**config.mk**
```make
export PLATFORM = sky130hd
export DESIGN_NAME = sensor_request_conditioner
export DESIGN_NICKNAME = d
export VERILOG_FILES = /design/src/rtl/sensor_request_conditioner.sv
export SDC_FILE = /design/constraint.sdc
export NUM_CORES = 1
export LEC_CHECK = 0
export BUFFER_PORTS_ARGS = -buffer_cell sky130_fd_sc_hd__buf_2
export CAP_MARGIN = 20
export CORE_UTILIZATION = 40
export DETAILED_ROUTE_END_ITERATION = 10
export GPL_ROUTABILITY_DRIVEN = 0
export MAX_ROUTING_LAYER = met4
export SYNTH_ARGS = -nofsm -noshare
export SYNTH_HDL_FRONTEND = slang
export SYNTH_HIERARCHICAL = 1
export SYNTH_SLANG_ARGS = --single-unit
```
**constraint.sdc**
```tcl
create_clock -name clk -period 1.9 [get_ports clk]
set_clock_uncertainty 0.05 [all_clocks]
set_input_delay 0.095 -clock clk [delete_from_list [all_inputs] [get_ports clk]]
set_output_delay 0.095 -clock clk [all_outputs]
set_load 0.01 [all_outputs]
```
**src/rtl/sensor_request_conditioner.sv**
```systemverilog
// Vehicle-loop front end: synchronises, debounces and latches per-road requests
// for the traffic light controller, with arrival counts and stuck-loop detection.

module src_channel #(
    parameter int unsigned SYNC_STAGES     = 2,
    parameter int unsigned DEBOUNCE_CYCLES = 4,
    parameter int unsigned STUCK_CYCLES    = 1000
) (
    input  logic        clk,
    input  logic        reset,
    input  logic        raw_i,
    input  logic [1:0]  light_i,
    output logic        req_o,
    output logic        stuck_o,
    output logic [15:0] count_o
);

    localparam int unsigned DB_W = (DEBOUNCE_CYCLES > 1) ? $clog2(DEBOUNCE_CYCLES) : 1;
    localparam int unsigned HI_W = $clog2(STUCK_CYCLES + 1);
    localparam logic [1:0]  GREEN = 2'b11;

    logic [SYNC_STAGES-1:0] sync_q, sync_d;
    logic                   stable_q, stable_d;
    logic                   stable_dly_q, stable_dly_d;
    logic [DB_W-1:0]        db_cnt_q, db_cnt_d;
    logic [HI_W-1:0]        hi_cnt_q, hi_cnt_d;
    logic                   stuck_q, stuck_d;
    logic                   req_q, req_d;
    logic [15:0]            count_q, count_d;
    logic                   arrival_c;

    // Next-state for synchroniser, debouncer, arrival, request and stuck tracking
    always_comb begin
        sync_d       = {sync_q[SYNC_STAGES-2:0], raw_i};
        stable_d     = stable_q;
        db_cnt_d     = '0;
        stable_dly_d = stable_q;
        count_d      = count_q;
        hi_cnt_d     = '0;
        req_d        = req_q;

        if (sync_q[SYNC_STAGES-1] != stable_q) begin
            if (db_cnt_q == DB_W'(DEBOUNCE_CYCLES - 1)) begin
                stable_d = sync_q[SYNC_STAGES-1];
            end else begin
                db_cnt_d = db_cnt_q + DB_W'(1);
            end
        end

        arrival_c = stable_q & ~stable_dly_q;
        if (arrival_c && (count_q != 16'hFFFF)) begin
            count_d = count_q + 16'd1;
        end

        if (stable_q) begin
            hi_cnt_d = (hi_cnt_q == HI_W'(STUCK_CYCLES)) ? hi_cnt_q : hi_cnt_q + HI_W'(1);
        end
        stuck_d = (hi_cnt_d == HI_W'(STUCK_CYCLES));

        // Own GREEN serves the road; a stuck loop must never hold a request
        if (arrival_c) begin
            req_d = 1'b1;
        end
        if ((light_i == GREEN) || stuck_d) begin
            req_d = 1'b0;
        end
    end

    always_ff @(posedge clk) begin
        if (reset) begin
            sync_q       <= '0;
            stable_q     <= 1'b0;
            stable_dly_q <= 1'b0;
            db_cnt_q     <= '0;
            hi_cnt_q     <= '0;
            stuck_q      <= 1'b0;
            req_q        <= 1'b0;
            count_q      <= '0;
        end else begin
            sync_q       <= sync_d;
            stable_q     <= stable_d;
            stable_dly_q <= stable_dly_d;
            db_cnt_q     <= db_cnt_d;
            hi_cnt_q     <= hi_cnt_d;
            stuck_q      <= stuck_d;
            req_q        <= req_d;
            count_q      <= count_d;
        end
    end

    assign req_o   = req_q;
    assign stuck_o = stuck_q;
    assign count_o = count_q;

endmodule

module sensor_request_conditioner #(
    parameter int unsigned SYNC_STAGES     = 2,
    parameter int unsigned DEBOUNCE_CYCLES = 4,
    parameter int unsigned STUCK_CYCLES    = 1000
) (
    input  logic        clk,
    input  logic        reset,
    input  logic        raw_main_sensor,
    input  logic        raw_side_sensor,
    input  logic [1:0]  main_road_light,
    input  logic [1:0]  side_road_light,
    output logic        main_road_sensor,
    output logic        side_road_sensor,
    output logic        main_stuck,
    output logic        side_stuck,
    output logic [15:0] main_count,
    output logic [15:0] side_count
);

    // Two fully independent channels, each served by its own road's light
    src_channel #(
        .SYNC_STAGES     (SYNC_STAGES),
        .DEBOUNCE_CYCLES (DEBOUNCE_CYCLES),
        .STUCK_CYCLES    (STUCK_CYCLES)
    ) u_main (
        .clk     (clk),
        .reset   (reset),
        .raw_i   (raw_main_sensor),
        .light_i (main_road_light),
        .req_o   (main_road_sensor),
        .stuck_o (main_stuck),
        .count_o (main_count)
    );

    src_channel #(
        .SYNC_STAGES     (SYNC_STAGES),
        .DEBOUNCE_CYCLES (DEBOUNCE_CYCLES),
        .STUCK_CYCLES    (STUCK_CYCLES)
    ) u_side (
        .clk     (clk),
        .reset   (reset),
        .raw_i   (raw_side_sensor),
        .light_i (side_road_light),
        .req_o   (side_road_sensor),
        .stuck_o (side_stuck),
        .count_o (side_count)
    );

endmodule

```
# --- Word level (Yosys, flattened, before mapping) ---
# Index checks and enable logic that the tools add are counted.
classes:
  n_addsub: 6
  eq_ne: 12
  n_mux: 4
  bitwise: 6
  n_reduce_logical: 10
ops:
  columns: ["cell", "count"]
  rows:
  - ["10-bit equality test, second input constant", 4]
  - ["10-bit two-way mux", 4]
  - ["16-bit by 1-bit adder with 16-bit output, second input constant", 2]
  - ["16-bit inequality test, second input constant", 2]
  - ["10-bit by 1-bit adder with 10-bit output, second input constant", 2]
  - ["2-bit equality test, second input constant", 4]
  - ["3-bit OR reduction", 2]
  - ["2-bit by 1-bit adder with 2-bit output, second input constant", 2]
  - ["1-bit inverter", 4]
  - ["2-bit AND reduction", 2]
  - ["2-bit OR reduction", 2]
  - ["1-bit bitwise AND", 2]
  - ["1-bit logical AND", 2]
  - ["1-bit logical OR", 2]
  - ["1-bit inequality test", 2]
totals:
  ff_bits: 68
  inputBits: 8
  out_inout_bits: 36
  wordCells: 54

# --- Logic depth before layout (Yosys ltp) ---
# Gate-level depths: netlist of the first run.
logic_depth:
  ltp_word: 6
  ltp_mapped: 7
  depth_no_buf: 7

# --- Modules after synthesis ---
# The synthesis of the first run kept the hierarchy.
by_module_without_submodules:
  columns: ["module", "instances", "cells_per_inst", "area_per_inst_um2", "seq_area_each_um2"]
  rows:
  - ["src_channel", 2, 185, 1675.4, 680.7]

# --- Least setup slack after synthesis of the first run ---
# OpenSTA, ideal clock, no wires.
synth_path:
  path_kind: "flip-flop to flip-flop"
  start: "register u_main.hi_cnt_q[0]"
  end: "register u_main.stuck_q (netlist: u_main/stuck_o)"
  setup_time_ps: 61
  arrival_ps: 1487
  t_required_ps: 1789
  slack_ps: 302
  stages_incl_launch_ff: 6
  path_buffers: 0
  period_less_slack_ps: 1598
  path_cell_list: "dfxtp_1 > ha_1 > xnor2_1 > a31oi_1 > a2111oi_4 > and4bb_1"
synth_via:
  elab_chain_cells: 4
synth_lines:
  columns: ["item", "line", "text"]
  rows:
  - ["start: declaration", "26", "logic [HI_W-1:0] hi_cnt_q, hi_cnt_d;"]
  - ["start signal: assignment", "84", "hi_cnt_q <= hi_cnt_d;"]
  - ["10-bit by 1-bit adder with 10-bit output / 10-bit equality test (equally long branches)", "56", "hi_cnt_d = (hi_cnt_q == HI_W'(STUCK_CYCLES)) ? hi_cnt_q : hi_cnt_q + HI_W'(1);"]
  - ["10-bit two-way mux (*)", "56", null]
  - ["10-bit two-way mux (*)", "55", "if (stable_q) begin"]
  - ["10-bit equality test (*)", "58", "stuck_d = (hi_cnt_d == HI_W'(STUCK_CYCLES));"]
  - ["end signal: assignment", "85", "stuck_q <= stuck_d;"]
  - ["end: declaration", "27", "logic stuck_q, stuck_d;"]
# Mark *: on every way between the ends. The rest lies on a longest branch, timed or not.
# A chain may end at the register's enable or synchronous reset.

# --- Worst setup path in the final report of the first run ---
layout_path:
  start: "register u_side.hi_cnt_q[0]"
  end: "register u_side.stuck_q (netlist: u_side/stuck_o)"
layout_via:
  elab_chain_cells: 4
layout_lines:
  columns: ["item", "line"]
  rows:
  - ["start: declaration", "26"]
  - ["start signal: assignment", "84"]
  - ["10-bit by 1-bit adder with 10-bit output / 10-bit equality test (equally long branches)", "56"]
  - ["10-bit two-way mux (*)", "56"]
  - ["10-bit two-way mux (*)", "55"]
  - ["10-bit equality test (*)", "58"]
  - ["end signal: assignment", "85"]
  - ["end: declaration", "27"]
# Marks and branches as above.

==> flow_metrics.tcl, run 1 <==
set metrics [dict create \
    min_path_type "input pin to flip-flop" \
    clockRootBuffer "clkbuf_8" \
    cp.required_ns 2.07 \
    met2_usage_pct 26.3 \
    port_buffers 43 \
    cp.buffers_inverters 1 \
    slowest_stage "dfxtp_2" \
    die_h_um 93.5 \
    cp-end-kind "flip-flop" \
    seq_area_um2 1370 \
    die-width_um 93.5 \
    io_pins 44 \
    fin_cells 543 \
    synth_seq_cells 68 \
    critPathTopFamily "simple AND/OR/NAND/NOR gates" \
    path_class "flip-flop to flip-flop" \
    post_drt_wl_per_cell_um 12.8 \
    first_iter_violations 75 \
    ys_seq_area_share_pct 40.6 \
    final_max_slew_viol_count 0 \
    r2r_cells 6 \
    dp_hpwl_mm 4.98 \
    rows 33 \
    antenna_found_initial 0 \
    nFillCells 789 \
    max_cap_viol_count 0 \
    clock_path_buffers 2 \
    ant_nets 0 \
    worstMarginPinSlew_ns 0.489 \
    syn_inst 370 \
    multi_input_area_um2 1910 \
    synth.avg_cell_area_um2 9.06 \
    htreeDepth 3 \
    die_area_um2 8750 \
    grtUsageTotal_pct 17.8 \
    grt_max_degree 30 \
    clk_pin_slew_ns 0.07 \
    max_stage_delay_ns 0.37 \
    vias 2833 \
    critPathMaxFanout 8 \
    cp.arrival_ns 1.93 \
    fmax_ghz 0.570 \
    numCtsBuffers 9 \
    grt_overflow 0 \
    first_pass_iters 4 \
    routed_wl_mm 6.95 \
    ir_drop_v 0.000380 \
    fin_nets 450 \
    viasPerCell 5.22 \
    tns_ns 0 \
    period_minus_slack_ns 1.76 \
    coreArea_um2 8180 \
    hold_violations 0 \
    synth_cell_types 43 \
    start_kind "flip-flop" \
    drive_gt1_share_pct 20.5 \
    met1_usage_pct 24.1 \
    rsz0062_at_grt "no" \
    area_growth_pct 19.2 \
    min_path_cells 2 \
    clock_sinks 68 \
    max_slew_margin_pct 67.1 \
    start_util_pct 41.0 \
    cp_cell_sequence "inv_1, ha_1, nand4b_1, o2111a_1, nor3_1, and4bb_1" \
    syn_area_um2 3350 \
    grt_most_used_layer "met2" \
    drc 0 \
    clk_latency_ns 0.33 \
    setup_viol_count_final 0 \
    grt_util_met3_pct 2.93 \
    grt_pass1_vias 2601 \
    post-route-period-util_pct 92.4 \
    ys_warn_count 6 \
    cts_tree "built" \
    cellPowerDensity_nw_per_um2 632 \
    worst-path-stages 6 \
    outcome "completed" \
    leakagePower_nw 1.51 \
    grt_pass1_wl_mm 12.0 \
    synthesis.nets 386 \
    dp.cells 522 \
    antenna_cells 0 \
]
-- sequential cells by signal (all words and copies together) (netlist names), 2 cells and up --
| register | flops |
|---|---|
| u_side/count_o | 16 |
| u_main/sync_q | 2 |
| u_main/count_o | 16 |
| u_main/db_cnt_q | 2 |
| u_side/hi_cnt_q | 10 |
| u_main/hi_cnt_q | 10 |
| u_side/db_cnt_q | 2 |
| u_side/sync_q | 2 |
-- layer usage --
metal  share of wire, %  up-vias
met5                  0        -
met4                1.3        0
met3                3.3        8
met2                 44       46
met1                 51     1327
li1                   -     1452
-- cell usage in the layout, fill, tap and decap left out, types with 4 or more instances in the layout --
master and instances:
o21ai_1 8, nand4_2 4, nand2_1 14, o31a_1 4, and2_1 8, a21oi_1 14
nor3_1 14, nand4_1 12, dfxtp_1 65, nand2b_1 6, inv_1 14, xnor2_1 16
nor2_1 58, mux2i_1 4, clkbuf_8 11, buf_2 43, or3_1 6, nand3_1 10
a211oi_1 4, dlygate4sd3_1 6, nor4_1 4, and4_1 6, nand3b_1 4, o2111ai_1 4
o211ai_1 6, and3_1 4, ha_1 7, buf_4 12, xor2_1 26, nor2b_1 6
-- synth_stat cells (all sizes together) --
cell type / instances / area, um2
dfxtp: 68 / 1360
nor2: 58 / 218
xor2: 26 / 228
nand2: 16 / 65.1
nand4: 16 / 125
xnor2: 16 / 140
a21oi: 14 / 70.1
inv: 14 / 52.6
nor3: 14 / 70.1
nand3: 12 / 70.1
o21ai: 12 / 67.6
and2: 8 / 50.1
ha: 8 / 100
or3: 8 / 60.1
and4: 6 / 52.6
clkbuf: 6 / 22.5
nand2b: 6 / 37.5
nor2b: 6 / 37.5
nor4: 6 / 50.0
o211ai: 6 / 45.0
a2111oi: 4 / 85.1
a211oi: 4 / 30.0
and3: 4 / 25.0
mux2i: 4 / 40.0
nand3b: 4 / 30.0
o2111ai: 4 / 35.0
o31a: 4 / 35.0
a31oi: 2 / 12.5
and4bb: 2 / 25.0
buf: 2 / 15.0
nand4b: 2 / 17.5
nor4b: 2 / 17.5
o2111a: 2 / 22.5
o21ba: 2 / 20.0
o22a: 2 / 17.5
-- through the flow --
| step | hold slack (ns) | util, % | total power [mW] | cell area [um2] | setup slack (ns) |
|---|---|---|---|---|---|
| 2_1_floorplan | 0.173 | - | 1.48 | 3350 | 0.302 |
| 3_3_place_gp | 0.263 | 45.9 | 1.50 | 3750 | 0.182 |
| 3_5_place_dp | 0.266 | 45.9 | 1.50 | 3750 | 0.122 |
| 4_1_cts | 0.0715 | 48.7 | 2.57 | 3980 | 0.106 |
| 5_1_grt | 0.0908 | 48.8 | 2.66 | 3990 | 0.0103 |
| 6_report | 0.0836 | 48.8 | 2.52 | 3990 | 0.145 |
-- final timing paths --
| check | start | endpoint | slack [ns] |
|---|---|---|---|
| worst max-delay path | u_side/hi_cnt_q[0] | u_side/stuck_o | 0.14 |
| worst min-delay path | reset | u_main/count_o[2] | 0.08 |
| worst max register to register | u_side/hi_cnt_q[0] | u_side/stuck_o | 0.14 |
| worst min register to register | u_side/db_cnt_q[0] | u_side/db_cnt_q[0] | 0.37 |
-- layout make-up --
| cell class | instances | area share, % |
|---|---|---|
| repair buffers | 61 | 9.15 |
| flip-flops and latches | 68 | 34.2 |
| multi-input cells | 280 | 47.8 |
| clock buffers | 14 | 4.07 |
| inverters | 14 | 1.32 |
| clock inverters | 1 | 0.188 |
| well taps | 105 | 3.29 |
-- where the power goes --
group          internal [mW]  switching, mW  total (mW)
clock                  0.541          0.508        1.05
combinational         0.0220         0.0205      0.0425
sequential              1.43        0.00226        1.43
-- what timing repair did --
item                                    in CTS  in global routing
endpoints found under the setup margin       0                  5
buffers inserted                             0                  0
hold endpoints to repair                     4                  0
hold buffers                                 6                  0
gates resized for setup                      0                  5
-- cell families (layout without fill, tap and decap cells) --
group                    after synthesis  count (layout)  share of synthesized area [%]
flip-flops                            68              68                           40.6
XOR/XNOR                              42              42                           11.0
AND/OR/NAND/NOR                      170             170                           28.4
multiplexers                           4               4                           1.19
adder cells (fa/ha/maj)                8               8                           2.99
buffers and inverters                 22              90                           2.69
AO/OA/AOI/OAI                         56              56                           13.1
-- worst reg2reg max path, cell delays in order, from the launching register on --
cell and delay (ns):
dfxtp_2 0.37, inv_1 0.10, ha_1 0.15, nand4b_1 0.20, o2111a_1 0.30, nor3_1 0.24
and4bb_1 0.24
No activity file was read; power rests on OpenSTA's default activity.
==> inputs of run 2 (changes only) <==
--- a/config.mk
+++ b/config.mk
@@ -11,6 +11,7 @@
 export DETAILED_ROUTE_END_ITERATION = 10
 export GPL_ROUTABILITY_DRIVEN = 0
 export MAX_ROUTING_LAYER = met4
+export REMOVE_ABC_BUFFERS = 1
 export SYNTH_ARGS = -nofsm -noshare
 export SYNTH_HDL_FRONTEND = slang
 export SYNTH_HIERARCHICAL = 1
==> run 2 against run 1 <==
Net effect: global-route usage down 0.20 points; sequential power about the same; via count increased by 0.39%; die area is the same; power increased by 8.0%; design area rose by 0.69%; critical endpoint is now u_main/stuck_o; largest power group unchanged.
==> flow_metrics.tcl, run 2 (synthesis results as in run 1) <==
set metrics [dict create \
    area_growth_pct 20.0 \
    cp-end-kind "flip-flop" \
    numCtsBuffers 9 \
    clockRootBuffer "clkbuf_8" \
    post_drt_wl_per_cell_um 12.6 \
    drive_gt1_share_pct 20.5 \
    clk_pin_slew_ns 0.07 \
    cp.required_ns 2.13 \
    antenna_cells 0 \
    grt_pass1_vias 2691 \
    design_area_um2 4020 \
    nFillCells 820 \
    clock_path_buffers 2 \
    grt_most_used_layer "met2" \
    rsz0062_at_grt "no" \
    max_slew_margin_pct 68.5 \
    slowest_stage "dfxtp_1" \
    min_path_type "input pin to flip-flop" \
    grt_max_degree 38 \
    tns_ns 0 \
    cp.arrival_ns 1.98 \
    cp_cell_sequence "ha_1, xnor2_1, a31oi_1, a2111oi_4, and4bb_1" \
    viasPerCell 5.24 \
    routed_wl_mm 6.83 \
    fmax_ghz 0.573 \
    met2_usage_pct 27.8 \
    worstMarginPinSlew_ns 0.468 \
    critPathTopFamily "compound AO/OA/AOI/OAI gates" \
    grt_util_met3_pct 5.69 \
    ir_drop_v 0.000461 \
    outcome "completed" \
    layout_setup_ws_ns 0.153 \
    hold_violations 0 \
    die-width_um 93.5 \
    fin_nets 449 \
    ant_nets 0 \
    antenna_found_initial 0 \
    cellPowerDensity_nw_per_um2 678 \
    io_pins 44 \
    post-route-period-util_pct 91.9 \
    power_mw 2.73 \
    clk_latency_ns 0.34 \
    leakagePower_nw 1.52 \
    whs_ns 0.0374 \
    period_minus_slack_ns 1.75 \
    drc 0 \
    start_util_pct 41.0 \
    vias 2844 \
    placed_area_um2 3740 \
    final_common_cell "dfxtp_1" \
    start_kind "flip-flop" \
    dp.cells 521 \
    grt_pass1_wl_mm 12.0 \
    coreArea_um2 8180 \
    fin_cells 543 \
    met1_usage_pct 21.6 \
    cts_tree "built" \
    rows 33 \
    grt_overflow 0 \
    htreeDepth 3 \
    grtUsageTotal_pct 17.6 \
    first_pass_iters 4 \
    seq_area_um2 1360 \
    die_area_um2 8750 \
    cp.buffers_inverters 0 \
    max_cap_viol_count 0 \
    setup_viol_count_final 0 \
    place_ws_ns 0.130 \
    die_h_um 93.5 \
    port_buffers 43 \
    final_max_slew_viol_count 0 \
    dp_hpwl_mm 4.86 \
    multi_input_area_um2 1900 \
    path_class "flip-flop to flip-flop" \
    first_iter_violations 55 \
    critPathMaxFanout 7 \
    max_stage_delay_ns 0.44 \
    final_util_pct 49.2 \
    clock_sinks 68 \
    most-common-layout-cells "dfxtp_1 (66), nor2_1 (58), buf_2 (43), xor2_1 (26), xnor2_1 (16)" \
]
==> run 2: changes by cell type in the layout (fill, tap and decap cells not counted) <==
cell | previous run | this run
nor4b_1 | 1 | 2
clkinv_4 | 0 | 1
dfxtp_1 | 65 | 66
bufinv_16 | 0 | 1
clkbuf_8 | 11 | 12
buf_4 | 12 | 11
clkbuf_1 | 3 | 1
nor4b_2 | 1 | 0
clkinvlp_4 | 1 | 0
dfxtp_2 | 3 | 2
clkinv_2 | 0 | 1
==> run 2: layout make-up <==
cell class / count / area share, %
Inverter: 14 / 1.31
Tap cell: 105 / 3.27
Clock inverter: 3 / 1.09
Sequential cell: 68 / 33.9
Clock buffer: 13 / 4.20
Timing Repair Buffer: 60 / 8.90
Multi-Input combinational cell: 280 / 47.3
==> run 2: report_power, final <==
part           switching (mW)  leakage [nW]  total [mW]  internal (mW)
clock                   0.536         0.110        1.25          0.715
sequential            0.00222         0.549        1.43           1.43
combinational          0.0217         0.865      0.0437         0.0220
==> run 2: routing by layer <==
layer	routed length [um]	share of wire (%)
met3	283	4.1
met5	0	0
met1	3350	49
met2	3160	46
met4	39	0.57
==> run 2: timing repair <==
item / in CTS / in global routing
endpoints found under the hold margin: 4 / 0
setup endpoints to repair: 0 / 5
resized for setup: 0 / 3
setup buffers: 0 / 0
hold buffers: 6 / 0
==> run 2: path summary, 6_finish.rpt <==
kind                      start                  end  slack (ns)  depth (start not counted)
max          u_main/hi_cnt_q[1]       u_main/stuck_o        0.15                          5
min                       reset  u_main/stable_dly_d        0.04                          2
max reg2reg  u_main/hi_cnt_q[1]       u_main/stuck_o        0.15                          5
min reg2reg  u_side/db_cnt_q[0]   u_side/db_cnt_q[0]        0.38                          1
